===== src/rtl/mul_wb_arbiter_pkg.sv =====
// rtl/mul_wb_arbiter_pkg.sv - shared packet types and constants for the multiplier writeback arbiter
//
// Provides:
//   MUL_UNIT_NUM           number of multiplier execute units sharing the writeback port (fixed at 2)
//   execute_wb_pack_t      execute -> writeback result packet
//   commit_feedback_pack_t commit-stage feedback (enable/flush drive the arbiter flush)
package mul_wb_arbiter_pkg;

  localparam int MUL_UNIT_NUM     = 2;
  localparam int ROB_ID_WIDTH     = 6;
  localparam int PHY_REG_ID_WIDTH = 6;
  localparam int REG_DATA_WIDTH   = 32;

  typedef struct packed {
    logic                        enable;
    logic [ROB_ID_WIDTH-1:0]     rob_id;
    logic                        rd_enable;
    logic [PHY_REG_ID_WIDTH-1:0] rd_id;
    logic [REG_DATA_WIDTH-1:0]   rd_value;
  } execute_wb_pack_t;

  typedef struct packed {
    logic                    enable;
    logic [ROB_ID_WIDTH-1:0] next_handle_rob_id;
    logic                    flush;
  } commit_feedback_pack_t;

endpackage


===== src/rtl/wb_skid_fifo.sv =====
// rtl/wb_skid_fifo.sv - small per-requester result buffer in front of the writeback arbiter
//
// Ports:
//   clk       clock
//   flush     synchronous clear of all entries (reset or commit flush)
//   push      write data_in (ignored while full)
//   pop       drop the head entry (ignored while empty)
//   data_in   packet to store
//   data_out  head packet (valid only when !empty)
//   empty     no entries held
//   full      DEPTH entries held; derived from the registered count only
module wb_skid_fifo
  import mul_wb_arbiter_pkg::*;
#(
  parameter int DEPTH = 2
) (
  input  logic             clk,
  input  logic             flush,
  input  logic             push,
  input  logic             pop,
  input  execute_wb_pack_t data_in,
  output execute_wb_pack_t data_out,
  output logic             empty,
  output logic             full
);

  localparam int PTR_W = (DEPTH > 1) ? $clog2(DEPTH) : 1;
  localparam int CNT_W = PTR_W + 1;

  execute_wb_pack_t   mem [DEPTH];
  logic [PTR_W-1:0]   rd_ptr;
  logic [PTR_W-1:0]   wr_ptr;
  logic [CNT_W-1:0]   count;
  logic               do_push;
  logic               do_pop;

  assign full     = (count == CNT_W'(DEPTH));
  assign empty    = (count == '0);
  assign do_push  = push & ~full;
  assign do_pop   = pop & ~empty;
  assign data_out = mem[rd_ptr];

  // DEPTH is a power of two, so pointer increments wrap on their own.
  always_ff @(posedge clk) begin
    if (flush) begin
      rd_ptr <= '0;
      wr_ptr <= '0;
      count  <= '0;
    end else begin
      if (do_push) wr_ptr <= wr_ptr + 1'b1;
      if (do_pop)  rd_ptr <= rd_ptr + 1'b1;
      // Push and pop together leave the count unchanged; the new entry
      // lands behind the one being popped because wr_ptr != rd_ptr here.
      case ({do_push, do_pop})
        2'b10:   count <= count + 1'b1;
        2'b01:   count <= count - 1'b1;
        default: count <= count;
      endcase
    end
  end

  // Storage is not reset: entries are only visible through count.
  always_ff @(posedge clk) begin
    if (do_push && !flush) mem[wr_ptr] <= data_in;
  end

endmodule


===== src/rtl/mul_wb_arbiter.sv =====
// rtl/mul_wb_arbiter.sv - round-robin share of one writeback port between two multiplier units
//
// Ports:
//   clk, rst                 clock, synchronous active-high reset
//   mulN_wb_port_data_in     result packet from multiplier unit N
//   mulN_wb_port_we          unit N write request
//   mulN_wb_full             unit N buffer full; unit N must not write
//   wb_port_data_in          granted packet towards the writeback FIFO
//   wb_port_we               writeback FIFO write enable
//   wb_port_flush            writeback FIFO flush (reset or commit flush)
//   wb_port_full             writeback FIFO full; stalls the arbiter
//   commit_feedback_pack     commit feedback; enable & flush discards everything in flight
module mul_wb_arbiter
  import mul_wb_arbiter_pkg::*;
#(
  parameter int BUF_DEPTH = 2
) (
  input  logic                  clk,
  input  logic                  rst,
  input  execute_wb_pack_t      mul0_wb_port_data_in,
  input  logic                  mul0_wb_port_we,
  output logic                  mul0_wb_full,
  input  execute_wb_pack_t      mul1_wb_port_data_in,
  input  logic                  mul1_wb_port_we,
  output logic                  mul1_wb_full,
  output execute_wb_pack_t      wb_port_data_in,
  output logic                  wb_port_we,
  output logic                  wb_port_flush,
  input  logic                  wb_port_full,
  input  commit_feedback_pack_t commit_feedback_pack
);

  logic             flush_req;
  logic             buf_flush;
  logic             rr_ptr;
  logic             grant_valid;
  logic             grant_id;

  execute_wb_pack_t unit_data [MUL_UNIT_NUM];
  logic             unit_we   [MUL_UNIT_NUM];
  execute_wb_pack_t head      [MUL_UNIT_NUM];
  logic             buf_push  [MUL_UNIT_NUM];
  logic             buf_pop   [MUL_UNIT_NUM];
  logic             buf_empty [MUL_UNIT_NUM];
  logic             buf_full  [MUL_UNIT_NUM];

  // Only enable and flush of the commit feedback matter here.
  logic unused_commit_bits;
  assign unused_commit_bits = ^commit_feedback_pack.next_handle_rob_id;

  assign flush_req     = commit_feedback_pack.enable & commit_feedback_pack.flush;
  assign buf_flush     = rst | flush_req;
  assign wb_port_flush = rst | flush_req;

  assign unit_data[0] = mul0_wb_port_data_in;
  assign unit_data[1] = mul1_wb_port_data_in;
  assign unit_we[0]   = mul0_wb_port_we;
  assign unit_we[1]   = mul1_wb_port_we;
  assign mul0_wb_full = buf_full[0];
  assign mul1_wb_full = buf_full[1];

  for (genvar u = 0; u < MUL_UNIT_NUM; u++) begin : g_unit
    // A push in a flush or reset cycle is dropped, as is a write while full.
    assign buf_push[u] = unit_we[u] & unit_data[u].enable & ~buf_full[u] & ~flush_req & ~rst;
    assign buf_pop[u]  = wb_port_we & (grant_id == 1'(u));

    wb_skid_fifo #(
      .DEPTH (BUF_DEPTH)
    ) u_buf (
      .clk      (clk),
      .flush    (buf_flush),
      .push     (buf_push[u]),
      .pop      (buf_pop[u]),
      .data_in  (unit_data[u]),
      .data_out (head[u]),
      .empty    (buf_empty[u]),
      .full     (buf_full[u])
    );
  end

  // rr_ptr names the unit that wins when both buffers hold data. With no
  // candidate grant_id still follows rr_ptr so the output mux has a defined
  // (don't-care) selection.
  always_comb begin
    grant_valid = 1'b0;
    grant_id    = rr_ptr;
    if (!buf_empty[0] && !buf_empty[1]) begin
      grant_valid = 1'b1;
      grant_id    = rr_ptr;
    end else if (!buf_empty[0]) begin
      grant_valid = 1'b1;
      grant_id    = 1'b0;
    end else if (!buf_empty[1]) begin
      grant_valid = 1'b1;
      grant_id    = 1'b1;
    end
  end

  assign wb_port_we      = grant_valid & ~wb_port_full & ~flush_req & ~rst;
  assign wb_port_data_in = grant_id ? head[1] : head[0];

  // After a transfer the other unit gets priority; stalls leave rr_ptr alone.
  always_ff @(posedge clk) begin
    if (rst || flush_req) begin
      rr_ptr <= 1'b0;
    end else if (wb_port_we) begin
      rr_ptr <= ~grant_id;
    end
  end

endmodule


===== config.mk =====
export PLATFORM = sky130hd
export DESIGN_NAME = mul_wb_arbiter
export DESIGN_NICKNAME = d
export VERILOG_FILES = /design/src/rtl/mul_wb_arbiter_pkg.sv /design/src/rtl/wb_skid_fifo.sv /design/src/rtl/mul_wb_arbiter.sv
export SDC_FILE = /design/constraint.sdc
export NUM_CORES = 1
export LEC_CHECK = 0
export CAP_MARGIN = 20
export CORE_ASPECT_RATIO = 1.2
export CORE_MARGIN = 2
export CORE_UTILIZATION = 47
export DETAILED_ROUTE_END_ITERATION = 12
export PLACE_DENSITY = 0.76
export SYNTH_ARGS = -nofsm -noshare
export SYNTH_HDL_FRONTEND = slang
export SYNTH_HIERARCHICAL = 1
export SYNTH_SLANG_ARGS = --single-unit

===== constraint.sdc =====
create_clock -name clk -period 6.25 [get_ports clk]
set_clock_uncertainty 0.2 [all_clocks]
set_input_delay 1.25 -clock clk [delete_from_list [all_inputs] [get_ports clk]]
set_output_delay 1.25 -clock clk [all_outputs]
set_load 0.005 [all_outputs]

# After elaboration in Yosys (flattened, before gate mapping)
# Memories as Yosys holds them, arrays and structs flattened. A register that Yosys moved wholly into a read port is not among the register bits.
# Index checks and enable logic that the tools add are counted.
# op_classes
addsub	8
multipliers	0
div	0
magnitude_cmp	0
eq_ne	6
n_shift	0
muxes	17
bitwise_logic	27
n_reduce_logical	11
# op_table
operator	count
$mux 46	1
$and 1x1->1	18
$mux 1	14
$eq 2x2->1 const B	4
$not 1->1	8
$pmux 2 s2	2
$add 1x1->1 const B	4
$add 2x1->2 const B	2
$eq 2x1->1 const B	2
$logic_not 2->1	2
$reduce_bool 2->1	2
$sub 2x1->2 const B	2
$logic_and 1x1->1	3
$logic_not 1->1	3
$logic_or 1x1->1	1
$or 1x1->1	1
# word_totals
regBits	9
latch_bits	0
ramBits	184
romBits	0
input_bits	105
output_inout_bits	50
elab_cells	78
memories	2
# mem_list
memory	depth	word_bits	read_ports	rd_clocked_by_memory_dff	write_ports	line_no	source
g_unit[0].u_buf.mem	2	46	1	1	1	wb_skid_fifo.sv:30	execute_wb_pack_t mem [DEPTH];
g_unit[1].u_buf.mem	2	46	1	1	1	wb_skid_fifo.sv:30	

# Longest topological paths before layout
# logic_depth
word_depth	11
mapped_depth	8

# By module
# Netlist, hierarchy kept.
# modules_own_cells
mod	instances	cells_per_inst	area_each_um2
wb_skid_fifo	2	168	3528.4
mul_wb_arbiter	1	66	862.1

# Worst setup path before layout
# No wires, ideal clock.
# synth_timing
path_kind	input port to flip-flop
start	input port commit_feedback_pack[7] in the netlist's numbering
end	memory g_unit[0].u_buf/mem[1][0] in the netlist's numbering (enable)
arrival_time_ns	5.376
required_ns	5.534
path_slack_ns	0.157
path_stages	4
cell_sequence	a21o_1 nor3_1 nand2b_1 nor3b_1
# synth_rtl
element	line_no	source
from (decl)	mul_wb_arbiter.sv:30	input commit_feedback_pack_t commit_feedback_pack
to (decl)	wb_skid_fifo.sv:30	

# Final worst setup path
# layout_timing
start	input port commit_feedback_pack[7] in the netlist's numbering
end	output port wb_port_we
# layout_between
elab_chain_cells	4
# layout_lines
element	line_no	source
$and 1x1->1	mul_wb_arbiter.sv:51	assign flush_req = commit_feedback_pack.enable & commit_feedback_pack.flush;
$not 1->1	mul_wb_arbiter.sv:99	assign wb_port_we = grant_valid & ~wb_port_full & ~flush_req & ~rst;
$and 1x1->1 (2 in a row)	mul_wb_arbiter.sv:99	
to (decl)	mul_wb_arbiter.sv:27	output logic wb_port_we,
# Every way passes these cells.

==> flow_metrics.py <==
metrics = {
    "run_status": {
        "status": "finished, final reports clean",
    },
    "sta": {
        "tightest_slew_ps": 1000,
        "rsz0062_at_grt": "no",
        "max_freq_mhz": 222,
        "period_share": 0.721,
        "drv_slew": 0,
        "setup_slack_ps": 1740,
        "tns_ps": 0,
        "hold_viol": 0,
        "worst_hold_slack_ps": 316,
        "slew_headroom": 0.328,
        "report.final.setup_viol": 0,
        "timing.final.crit_period_ps": 4510,
    },
    "clock_tree": {
        "clk_pin_slew_ps": 60,
        "insertion_delay_ps": 430,
        "cts_buffers": 17,
        "numClockSinks": 195,
        "cts-hold-fix-buffers": 0,
        "post_cts_buffers": 0,
        "root_buffer": "clkbuf_16",
        "cts_resized": 0,
        "cts_buffer_depth": 2,
        "htree_levels": 4,
        "cts_tree": "yes",
    },
    "drt": {
        "drt_first_pass_iters": 6,
        "wirelength_um": 15400,
        "vias_per_cell": 5.14,
        "wl_met2_um": 8130,
        "ant_nets": 0,
        "wl_per_cell_um": 19.4,
        "drc_errors": 0,
        "met1_length_um": 6270,
        "initialDrtViolationCount": 236,
        "vias": 4073,
        "route.met3.wl_um": 804,
        "top_layer": "met4",
    },
    "synthesis": {
        "synthTopCellsByArea": "edfxtp_1, mux2_2, mux2_4, dfxtp_1, buf_12",
        "yosys.area_share.simple": 0.0175,
        "syn_avg_cell_area_sq_um": 19.7,
        "netlist.area_leader.share": 0.698,
        "synth_compound_area_frac": 0.0112,
        "yosysSeqAreaShare": 0.726,
        "ys.flop_type": "edfxtp_1",
        "synth_top_family_by_area": "multiplexers",
        "synth_edf_count": 184,
        "ys_seq_elements": 195,
        "yosys.area.top_type": "edfxtp_1",
        "yosysMostFrequentCell": "edfxtp_1",
        "synthAdderAreaFrac": 0.00458,
        "syn_inst": 402,
        "synthTopCellsByCount": "edfxtp_1, mux2_2, mux2_4",
        "synth_nets": 509,
        "yosys.cell_types.count": 26,
        "synthXorXnorAreaFrac": 0.00664,
        "ys_warn_count": 6,
        "syn_area_sq_um": 7920,
        "async_flop_share": 0,
        "synthMuxAreaShare": 0.215,
    },
    "power": {
        "p_leak_uw": 0.00340,
        "intPower_uw": 2210,
        "power_frac_comb": 0.057,
        "p_sw_uw": 516,
        "seq_power_share": 0.528,
        "vdd_ir_drop_max_uv": 156,
        "switching_share": 0.189,
        "power_density_nw_per_um2": 266,
        "power.share.clock": 0.415,
        "total_power_uw": 2730,
    },
    "layout": {
        "post-route-util": 0.616,
        "fillCellCount": 1247,
        "drive_gt1_frac": 0.315,
        "final_nets": 671,
        "synthToLayoutAreaGrowth_pct": 29.6,
        "n_antenna_cell": 0,
        "regArea_sq_um": 5750,
        "multi_input_area_sq_um": 2040,
    },
    "floorplanning": {
        "start_util": 0.475,
        "io_pins": 155,
        "dieWidth_um": 122,
        "chipHeight_um": 146,
        "die_area_sq_um": 17900,
        "coreArea_sq_um": 16700,
        "rows": 52,
    },
    "critical_path": {
        "critPathKind": "in2out",
        "crit_arrival_ps": 3060,
        "crit_fanout": 21,
        "crit_path_start_kind": "input pin",
        "worst_setup_path_end_kind": "primary output",
        "reg2reg_depth": 5,
        "critical_path_required_ps": 4800,
        "reg2reg_to": "g_unit[0].u_buf/mem[1][26]",
        "reg2reg_slack_ps": 3480,
        "r2r-start": "g_unit[0].u_buf/count[0]",
    },
    "worst_hold_path": {
        "hold_depth": 2,
        "hp-start": "g_unit[0].u_buf/wr_ptr",
        "holdPathEnd": "g_unit[0].u_buf/wr_ptr",
        "min_path_type": "reg2reg",
    },
    "place": {
        "io_buffers": 148,
        "routabilityCongestion": 0.725,
        "dpl_worst_slack_ps": 1790,
        "dp_hpwl_um": 9690,
    },
    "grt": {
        "grt_pass1_vias": 4389,
        "grt_pass1_wl_um": 23300,
        "grt_overflow": 0,
        "antenna_found_initial": 0,
        "track_usage": 0.178,
        "grt_max_degree": 47,
    },
    "run": {
        "cap_violations": 0,
    },
}
-- critical path, cell delays in order --
cell and delay (ps):
clkdlybuf4s50_1 400, a21o_1 430, a211oi_1 390, clkdlybuf4s50_1 580
-- how the worst max path moves through the flow --
stage	from	end	slack (ps)	cells past startpoint
2_1_floorplan	commit_feedback_pack[7]	g_unit[0].u_buf/mem[1][0]	160	4
3_3_place_gp	commit_feedback_pack[7]	wb_port_we	1780	4
5_1_grt	commit_feedback_pack[7]	wb_port_we	1670	4
6_report	commit_feedback_pack[7]	wb_port_we	1740	4
4_1_cts	commit_feedback_pack[7]	wb_port_we	1750	4
3_5_place_dp	commit_feedback_pack[7]	g_unit[0].u_buf/mem[1][19]	1790	6
-- sequential cells by signal, summed over array words and instances (netlist names), named ones only --
name and cells:
rr_ptr 1, g_unit.u_buf/wr_ptr 2, g_unit.u_buf/mem 184, g_unit.u_buf/rd_ptr 2
g_unit.u_buf/count 4
-- layout by cell type (no fill, tap or decap), drive strengths merged, types with 5 or more instances in the layout --
cell type	Yosys	routed
dfxtp	11	11
a21oi	5	5
o21ai	5	5
or3	5	5
mux2	138	138
clkbuf	0	19
buf	15	10
clkdlybuf4s50	0	148
inv	3	5
nor2	9	9
clkinv	0	6
edfxtp	184	184
-- metrics by stage --
stage,cell area [sq um],std cells
after floorplan,7920,402
after global placement,9630,760
after detailed placement,9630,760
after CTS,10200,792
after global routing,10300,793
final,10300,793
-- power by group through the flow --
stage          registers [uW]  logic [uW]  clock network [uW]
2_1_floorplan            1470        53.8                   0
3_3_place_gp             1470         150                   0
3_5_place_dp             1470         155                   0
4_1_cts                  1440         156                1150
5_1_grt                  1440         164                1210
6_report                 1440         155                1130
-- routing by layer --
metal / track usage / vias up
li1: - / 1904
met1: 0.211 / 2042
met2: 0.307 / 110
met3: 0.0504 / 17
met4: 0.0603 / 0
met5: 0 / -
-- cell type report --
cell class | instances | area share
clock inverters | 13 | 0.0178
repair buffers | 158 | 0.153
multi-input cells | 189 | 0.199
clock buffers | 19 | 0.0422
well taps | 216 | 0.0263
inverters | 3 | 0.00110
flip-flops and latches | 195 | 0.560
-- cell families (layout without fill, tap and decap cells) --
family	Yosys count	after routing
flip-flops	195	195
multiplexers	138	138
XOR/XNOR	6	6
buffers and inverters	18	193
AND/OR/NAND/NOR	27	27
AO/OA/AOI/OAI	15	15
adder cells (fa/ha/maj)	3	3
Note: power is estimated with default switching activity, not from simulation.
